--- src/rtl/uart_rx_axis_packer_if.sv ---
// AXI4-Stream beat channel carrying packed UART bytes out of uart_rx_axis_packer.
interface uart_rx_axis_packer_if #(
    parameter int W = 512
) ();
    logic           tvalid;
    logic           tready;
    logic [W-1:0]   tdata;
    logic [W/8-1:0] tkeep;
    logic           tlast;

    modport master (output tvalid, tdata, tkeep, tlast, input tready);
    modport slave  (input tvalid, tdata, tkeep, tlast, output tready);
endinterface

--- src/rtl/uart_rx_axis_packer.sv ---
// Packs UART bytes little-endian into AXI4-Stream beats; tlast on EOT byte or done_i rising edge.
// Optional idle-timeout partial flush is enabled by defining UART_PACK_TIMEOUT_EN.
//
//  state  | meaning
//  S_FILL | accumulator accepting bytes into lane idx
//  S_HOLD | accumulator full, output register busy; incoming bytes are dropped
module uart_rx_axis_packer #(
    parameter int         C_AXIS_TDATA_WIDTH = 512,
    parameter logic [7:0] C_EOT_BYTE         = 8'h04,
    parameter int         C_TIMEOUT_CYCLES   = 100000
) (
    input  logic                  clk,
    input  logic                  rst_n,
    input  logic                  byte_valid_i,
    input  logic [7:0]            byte_data_i,
    input  logic                  done_i,
    uart_rx_axis_packer_if.master m_axis,
    output logic                  overflow_o,
    output logic [31:0]           beat_count_o
);
    localparam int N  = C_AXIS_TDATA_WIDTH / 8;
    localparam int IW = $clog2(N + 1);

    if ((C_AXIS_TDATA_WIDTH % 8) != 0 || C_AXIS_TDATA_WIDTH < 16 ||
        C_AXIS_TDATA_WIDTH > 512 || C_TIMEOUT_CYCLES < 1) begin : g_bad_param
        $error("uart_rx_axis_packer: illegal parameter value");
    end

    typedef enum logic {S_FILL, S_HOLD} state_t;

    state_t                        state, state_nxt;
    logic [C_AXIS_TDATA_WIDTH-1:0] acc, acc_nxt;
    logic [IW-1:0]                 idx, idx_nxt;
    logic [N-1:0]                  keep_nxt;
    logic                          flush_pend, flush_req, flush_now;
    logic                          done_q, done_rise;
    logic                          byte_acc, byte_drop, full_nxt;
    logic                          drain, out_free, load, to_now;

    logic                          out_valid, out_last;
    logic [C_AXIS_TDATA_WIDTH-1:0] out_data;
    logic [N-1:0]                  out_keep;

    assign drain     = out_valid & m_axis.tready;
    assign out_free  = ~out_valid | drain;
    assign byte_acc  = byte_valid_i & (state == S_FILL);
    assign byte_drop = byte_valid_i & (state == S_HOLD);
    assign done_rise = done_i & ~done_q;

    always_comb begin
        acc_nxt   = acc;
        idx_nxt   = idx;
        flush_req = done_rise;
        keep_nxt  = '0;
        if (byte_acc) begin
            for (int k = 0; k < N; k++) begin
                if (idx == IW'(k)) acc_nxt[8*k +: 8] = byte_data_i;
            end
            idx_nxt = idx + IW'(1);
            if (byte_data_i == C_EOT_BYTE) flush_req = 1'b1;
        end
        for (int k = 0; k < N; k++) keep_nxt[k] = (IW'(k) < idx_nxt);
        full_nxt  = (idx_nxt == IW'(N));
        flush_now = flush_pend | flush_req;
        load      = out_free & (full_nxt | flush_now | to_now);
    end

    always_comb begin
        state_nxt = state;
        case (state)
            S_FILL: if (full_nxt && !out_free) state_nxt = S_HOLD;
            S_HOLD: if (out_free) state_nxt = S_FILL;
            default: state_nxt = S_FILL;
        endcase
    end

    always_ff @(posedge clk or negedge rst_n) begin
        if (!rst_n) begin
            state      <= S_FILL;
            acc        <= '0;
            idx        <= '0;
            flush_pend <= 1'b0;
            done_q     <= 1'b0;
            overflow_o <= 1'b0;
        end else begin
            state  <= state_nxt;
            done_q <= done_i;
            if (byte_drop) overflow_o <= 1'b1;
            if (load) begin
                acc        <= '0;
                idx        <= '0;
                flush_pend <= 1'b0;
            end else begin
                acc <= acc_nxt;
                idx <= idx_nxt;
                if (flush_req) flush_pend <= 1'b1;
            end
        end
    end

    // Output register only reloads when empty or handing off this cycle, keeping AXIS payload stable.
    always_ff @(posedge clk or negedge rst_n) begin
        if (!rst_n) begin
            out_valid    <= 1'b0;
            out_data     <= '0;
            out_keep     <= '0;
            out_last     <= 1'b0;
            beat_count_o <= '0;
        end else begin
            if (drain) beat_count_o <= beat_count_o + 32'd1;
            if (load) begin
                out_valid <= 1'b1;
                out_data  <= acc_nxt;
                out_keep  <= keep_nxt;
                out_last  <= flush_now;
            end else if (drain) begin
                out_valid <= 1'b0;
            end
        end
    end

`ifdef UART_PACK_TIMEOUT_EN
    localparam int TW = $clog2(C_TIMEOUT_CYCLES + 1);

    logic [TW-1:0] idle_cnt;
    logic          to_pend, counting, timeout_hit;

    assign counting    = (state == S_FILL) && (idx != '0) && !byte_acc;
    assign timeout_hit = counting && (idle_cnt == TW'(C_TIMEOUT_CYCLES - 1));
    assign to_now      = to_pend | timeout_hit;

    always_ff @(posedge clk or negedge rst_n) begin
        if (!rst_n) begin
            idle_cnt <= '0;
            to_pend  <= 1'b0;
        end else begin
            if (byte_acc || load || timeout_hit) idle_cnt <= '0;
            else if (counting)                   idle_cnt <= idle_cnt + TW'(1);
            if (load)             to_pend <= 1'b0;
            else if (timeout_hit) to_pend <= 1'b1;
        end
    end
`else
    assign to_now = 1'b0;
`endif

    assign m_axis.tvalid = out_valid;
    assign m_axis.tdata  = out_data;
    assign m_axis.tkeep  = out_keep;
    assign m_axis.tlast  = out_last;
endmodule

--- src/flat_wrapper.sv ---
// flat-port wrapper written by rule: the top's interface ports become plain ports
module uart_rx_axis_packer_flat 
#(
    parameter int         C_AXIS_TDATA_WIDTH = 512,
    parameter logic [7:0] C_EOT_BYTE         = 8'h04,
    parameter int         C_TIMEOUT_CYCLES   = 100000
)
  (clk, rst_n, byte_valid_i, byte_data_i, done_i, overflow_o, beat_count_o, m_axis_tvalid, m_axis_tdata, m_axis_tkeep, m_axis_tlast, m_axis_tready);
  uart_rx_axis_packer_if #(.W((512))) m_axis_i ();
  input  logic clk;
  input  logic rst_n;
  input  logic byte_valid_i;
  input  logic [7:0] byte_data_i;
  input  logic done_i;
  output logic overflow_o;
  output logic [31:0] beat_count_o;
  output wire logic [$bits(m_axis_i.tvalid)-1:0] m_axis_tvalid;
  output wire logic [$bits(m_axis_i.tdata)-1:0] m_axis_tdata;
  output wire logic [$bits(m_axis_i.tkeep)-1:0] m_axis_tkeep;
  output wire logic [$bits(m_axis_i.tlast)-1:0] m_axis_tlast;
  input wire logic [$bits(m_axis_i.tready)-1:0] m_axis_tready;
  assign m_axis_tvalid = m_axis_i.tvalid;
  assign m_axis_tdata = m_axis_i.tdata;
  assign m_axis_tkeep = m_axis_i.tkeep;
  assign m_axis_tlast = m_axis_i.tlast;
  assign m_axis_i.tready = m_axis_tready;
  uart_rx_axis_packer #(.C_AXIS_TDATA_WIDTH(C_AXIS_TDATA_WIDTH), .C_EOT_BYTE(C_EOT_BYTE), .C_TIMEOUT_CYCLES(C_TIMEOUT_CYCLES)) u_core (.clk(clk), .rst_n(rst_n), .byte_valid_i(byte_valid_i), .byte_data_i(byte_data_i), .done_i(done_i), .m_axis(m_axis_i), .overflow_o(overflow_o), .beat_count_o(beat_count_o));
endmodule
--- config.mk ---
export PLATFORM = sky130hd
export DESIGN_NAME = uart_rx_axis_packer_flat
export DESIGN_NICKNAME = d
export VERILOG_FILES = /design/src/rtl/uart_rx_axis_packer_if.sv /design/src/rtl/uart_rx_axis_packer.sv /design/src/flat_wrapper.sv
export SDC_FILE = /design/constraint.sdc
export NUM_CORES = 2
export LEC_CHECK = 0
export CORE_ASPECT_RATIO = 0.9
export CORE_MARGIN = 3
export CORE_UTILIZATION = 40
export DETAILED_ROUTE_END_ITERATION = 12
export DONT_BUFFER_PORTS = 1
export HOLD_SLACK_MARGIN = 0.05
export PLACE_DENSITY_LB_ADDON = 0.1
export SLEW_MARGIN = 30
export SYNTH_ARGS = -nofsm -noshare
export SYNTH_HDL_FRONTEND = slang
export SYNTH_SLANG_ARGS = --single-unit
--- constraint.sdc ---
create_clock -name clk -period 3.5 [get_ports clk]
set_input_delay 0.175 -clock clk [delete_from_list [all_inputs] [get_ports clk]]
set_output_delay 0.175 -clock clk [all_outputs]
set_load 0.02 [all_outputs]
==> flow_metrics.tcl <==
set metrics [dict create \
    cp.required_ps 4070 \
    die_w_um 358 \
    cts_tree "done" \
    crit_type "reg -> reg" \
    use_met2_pct 36.6 \
    powerDensity_mw_per_mm2 687 \
    tightest_slew_ps 1010 \
    min_period_ps 3150 \
    cts_root_buffer "clkbuf_16" \
    wl_per_cell_um 25.9 \
    worstPathArrival_ps 3720 \
    die_y_um 323 \
    hold_path.class "in -> reg" \
    power_mw 34.7 \
    grt_setup_unrepaired "false" \
    peakVddDrop_mv 0.503 \
    setup-tns-final_ps 0 \
    io_pins 624 \
    syn_avg_cell_area_um2 11.3 \
    synthDistinctLibCells 50 \
    final_cells 5419 \
    fillers 10400 \
    ys.flop_type "dfrtp_1" \
    fp.coreArea_mm2 0.110 \
    crit_chain "inv_1 -> ha_1 -> and2_1 -> nand2_1 -> mux2i_1 -> dlygate4sd3_1 -> nor2_1" \
    synth_common_cells "dfrtp_1, a21oi_1, nor2_1" \
    track_usage_pct 23.7 \
    finalCritPeriodShare_pct 90.0 \
    dp_slack_ps 412 \
    ys_seq_area_share_pct 63.5 \
    grt_max_degree 193 \
    path_buf_inv 2 \
    antenna_found_initial 2 \
    place_hpwl_um 83100 \
    nNetsFinal 3878 \
    cpLargestDelayFamily "simple AND/OR/NAND/NOR gates" \
    grt_use_met3_pct 7.66 \
    setup_viol 0 \
    worstSetupStartpointType "flip-flop" \
    hold_violations 0 \
    cts.path.max_buffers 3 \
    grt_pass1_vias 29600 \
    drt_iter0_drc 2574 \
    vias 30000 \
    use_met1_pct 32.3 \
    yosys.area.top_type_share_pct 63.5 \
    drive_gt1_share_pct 7.99 \
    initial_utilization_pct 40.6 \
    clk_pin_slew_ps 60 \
    dieArea_mm2 0.116 \
    synth_area_leaders "dfrtp_1, a21oi_1, mux2i_1" \
    path_max_fanout 8 \
    synth_warnings 0 \
    critPathSlowestCell "dlygate4sd3_1" \
    grt_overflow 0 \
    setup_slack_ps 351 \
    routed_wl_um 140000 \
    ys_ff_latch 1133 \
    cts_inserted_buffers 115 \
    row_count 115 \
    run_status "completed" \
    viasPerCell 5.54 \
    synth-edff-count 0 \
    ant_nets 0 \
    max_cap_violations 0 \
    syn_nets 3954 \
    grt-busiest-layer "met2" \
    clock-sinks 1133 \
    synth.most_common_cell "dfrtp_1" \
    h-tree-depth 3 \
    synth-async-reset-ratio_pct 100 \
    endpoint_kind "flip-flop" \
    slowest_delay_ps 590 \
    max-slew-margin-rel_pct 32.1 \
    yosys.area.top_type "dfrtp_1" \
    firstDrtPassIters 5 \
    synthToLayoutAreaGrowth_pct 13.1 \
    drc 0 \
    fin_skew_ps 26.0 \
    gp_routability_congestion 0.798 \
    timing.fmax_ghz 0.318 \
    netlist_area_mm2 0.0447 \
    clk_latency_ps 710 \
    leakage_nw 25.7 \
    synth_cells 3936 \
    placed_cells 5180 \
    grt_pass1_wl_um 208000 \
    drv_slew 0 \
    numPortBuffers 0 \
]
## worst register-to-register path: cells and delay by family, from the launching register on
family / cells / cell delay, ps
adder cells (fa/ha/maj): 1 / 460
AND/OR/NAND/NOR: 3 / 1040
multiplexers: 1 / 330
flip-flops: 1 / 460
buffers and inverters: 2 / 740
## flip-flops by register name, indices dropped and copies added (netlist names)
signal,flops
u_core.m_axis.tlast,1
u_core.overflow_o,1
u_core.m_axis.tkeep,64
u_core.flush_pend,1
u_core.beat_count_o,32
u_core.m_axis.tvalid,1
u_core.acc,512
u_core.idx,7
u_core.m_axis.tdata,512
u_core.state,1
u_core.done_q,1
## timing repair
item | in CTS | in global routing
resized for setup | 0 | 0
endpoints found under the hold margin | 1480 | 7
buffers inserted | 0 | 0
hold buffers | 23 | 1
## layout by cell type, fill, tap and decap left out, types with 14 or more instances in the layout
cell	netlist	layout
buf_4	43	74
buf_12	0	28
dlygate4sd3_1	0	14
mux2i_1	514	514
a21oi_1	1072	1072
clkinv_2	0	19
dfrtp_1	1133	1133
nor2_1	566	564
clkbuf_8	0	28
nand3_1	57	57
inv_1	14	14
nand2_1	57	56
xnor2_1	28	28
buf_16	0	17
o2bb2ai_1	23	23
clkbuf_16	0	118
clkbuf_1	153	37
## where the power goes
group          switching [mW]  internal [mW]  total, mW
Clock                    5.21           7.23       12.4
Sequential               3.52           14.7       18.2
Combinational            2.76           1.33       4.10
Total                    11.5           23.2       34.7
## worst paths after layout
kind | end | startpoint | cells after the start | slack [ps]
worst max-delay path | u_core.acc[361]$_DFF_PN0_ | u_core.idx[1]$_DFF_PN0_ | 7 | 350
worst min-delay path | u_core.acc[362]$_DFF_PN0_ | byte_data_i[2] | 3 | 80
worst max register to register | u_core.acc[361]$_DFF_PN0_ | u_core.idx[1]$_DFF_PN0_ | 7 | 350
worst min register to register | u_core.acc[437]$_DFF_PN0_ | u_core.acc[437]$_DFF_PN0_ | 2 | 510
max in group asynchronous | u_core.m_axis.tdata[142]$_DFFE_PN0P_ | rst_n | 7 | 610
min in group asynchronous | u_core.beat_count_o[27]$_DFFE_PN0P_ | rst_n | 4 | 610
## through the flow
step           hold slack (ps)  util [%]  area (µm²)
6_report                  80.2      45.9       50500
5_1_grt                   80.7      45.9       50500
4_1_cts                   51.5      45.9       50500
3_5_place_dp              -120      42.0       46300
3_3_place_gp             -96.1      41.8       46000
2_1_floorplan             -121         -       44700
## logic make-up (layout without fill, tap and decap cells)
group                      count (synthesis)  in the layout  synth area share [%]
other                                      0              2                     0
adders and majority gates                  5              5                 0.140
AOI/OAI and AO/OA                       1145           1145                  13.3
xor gates and xnor gates                  37             37                 0.726
DFF                                     1133           1133                  63.5
muxes                                    526            526                  11.8
and+or+nand+nor                          749            749                  6.87
buffers and inverters                    341            360                  3.60
## metal layers
layer,routed length (µm),vias up
met5,0,-
met4,3670,0
met3,11100,170
met2,64800,748
met1,60500,15600
li1,-,13500
## cell type report
cell class | instances | area (µm²) | area share [%]
sequential | 1133 | 28400 | 56.1
multi-input combinational | 2462 | 14700 | 29.2
clock buffer | 183 | 3480 | 6.88
tap | 1462 | 1830 | 3.62
timing repair buffer | 133 | 1720 | 3.41
clock inverter | 29 | 339 | 0.671
inverter | 15 | 56.3 | 0.111
antenna | 2 | 5.00 | 0.00991
(Power assumes the default switching activity.)
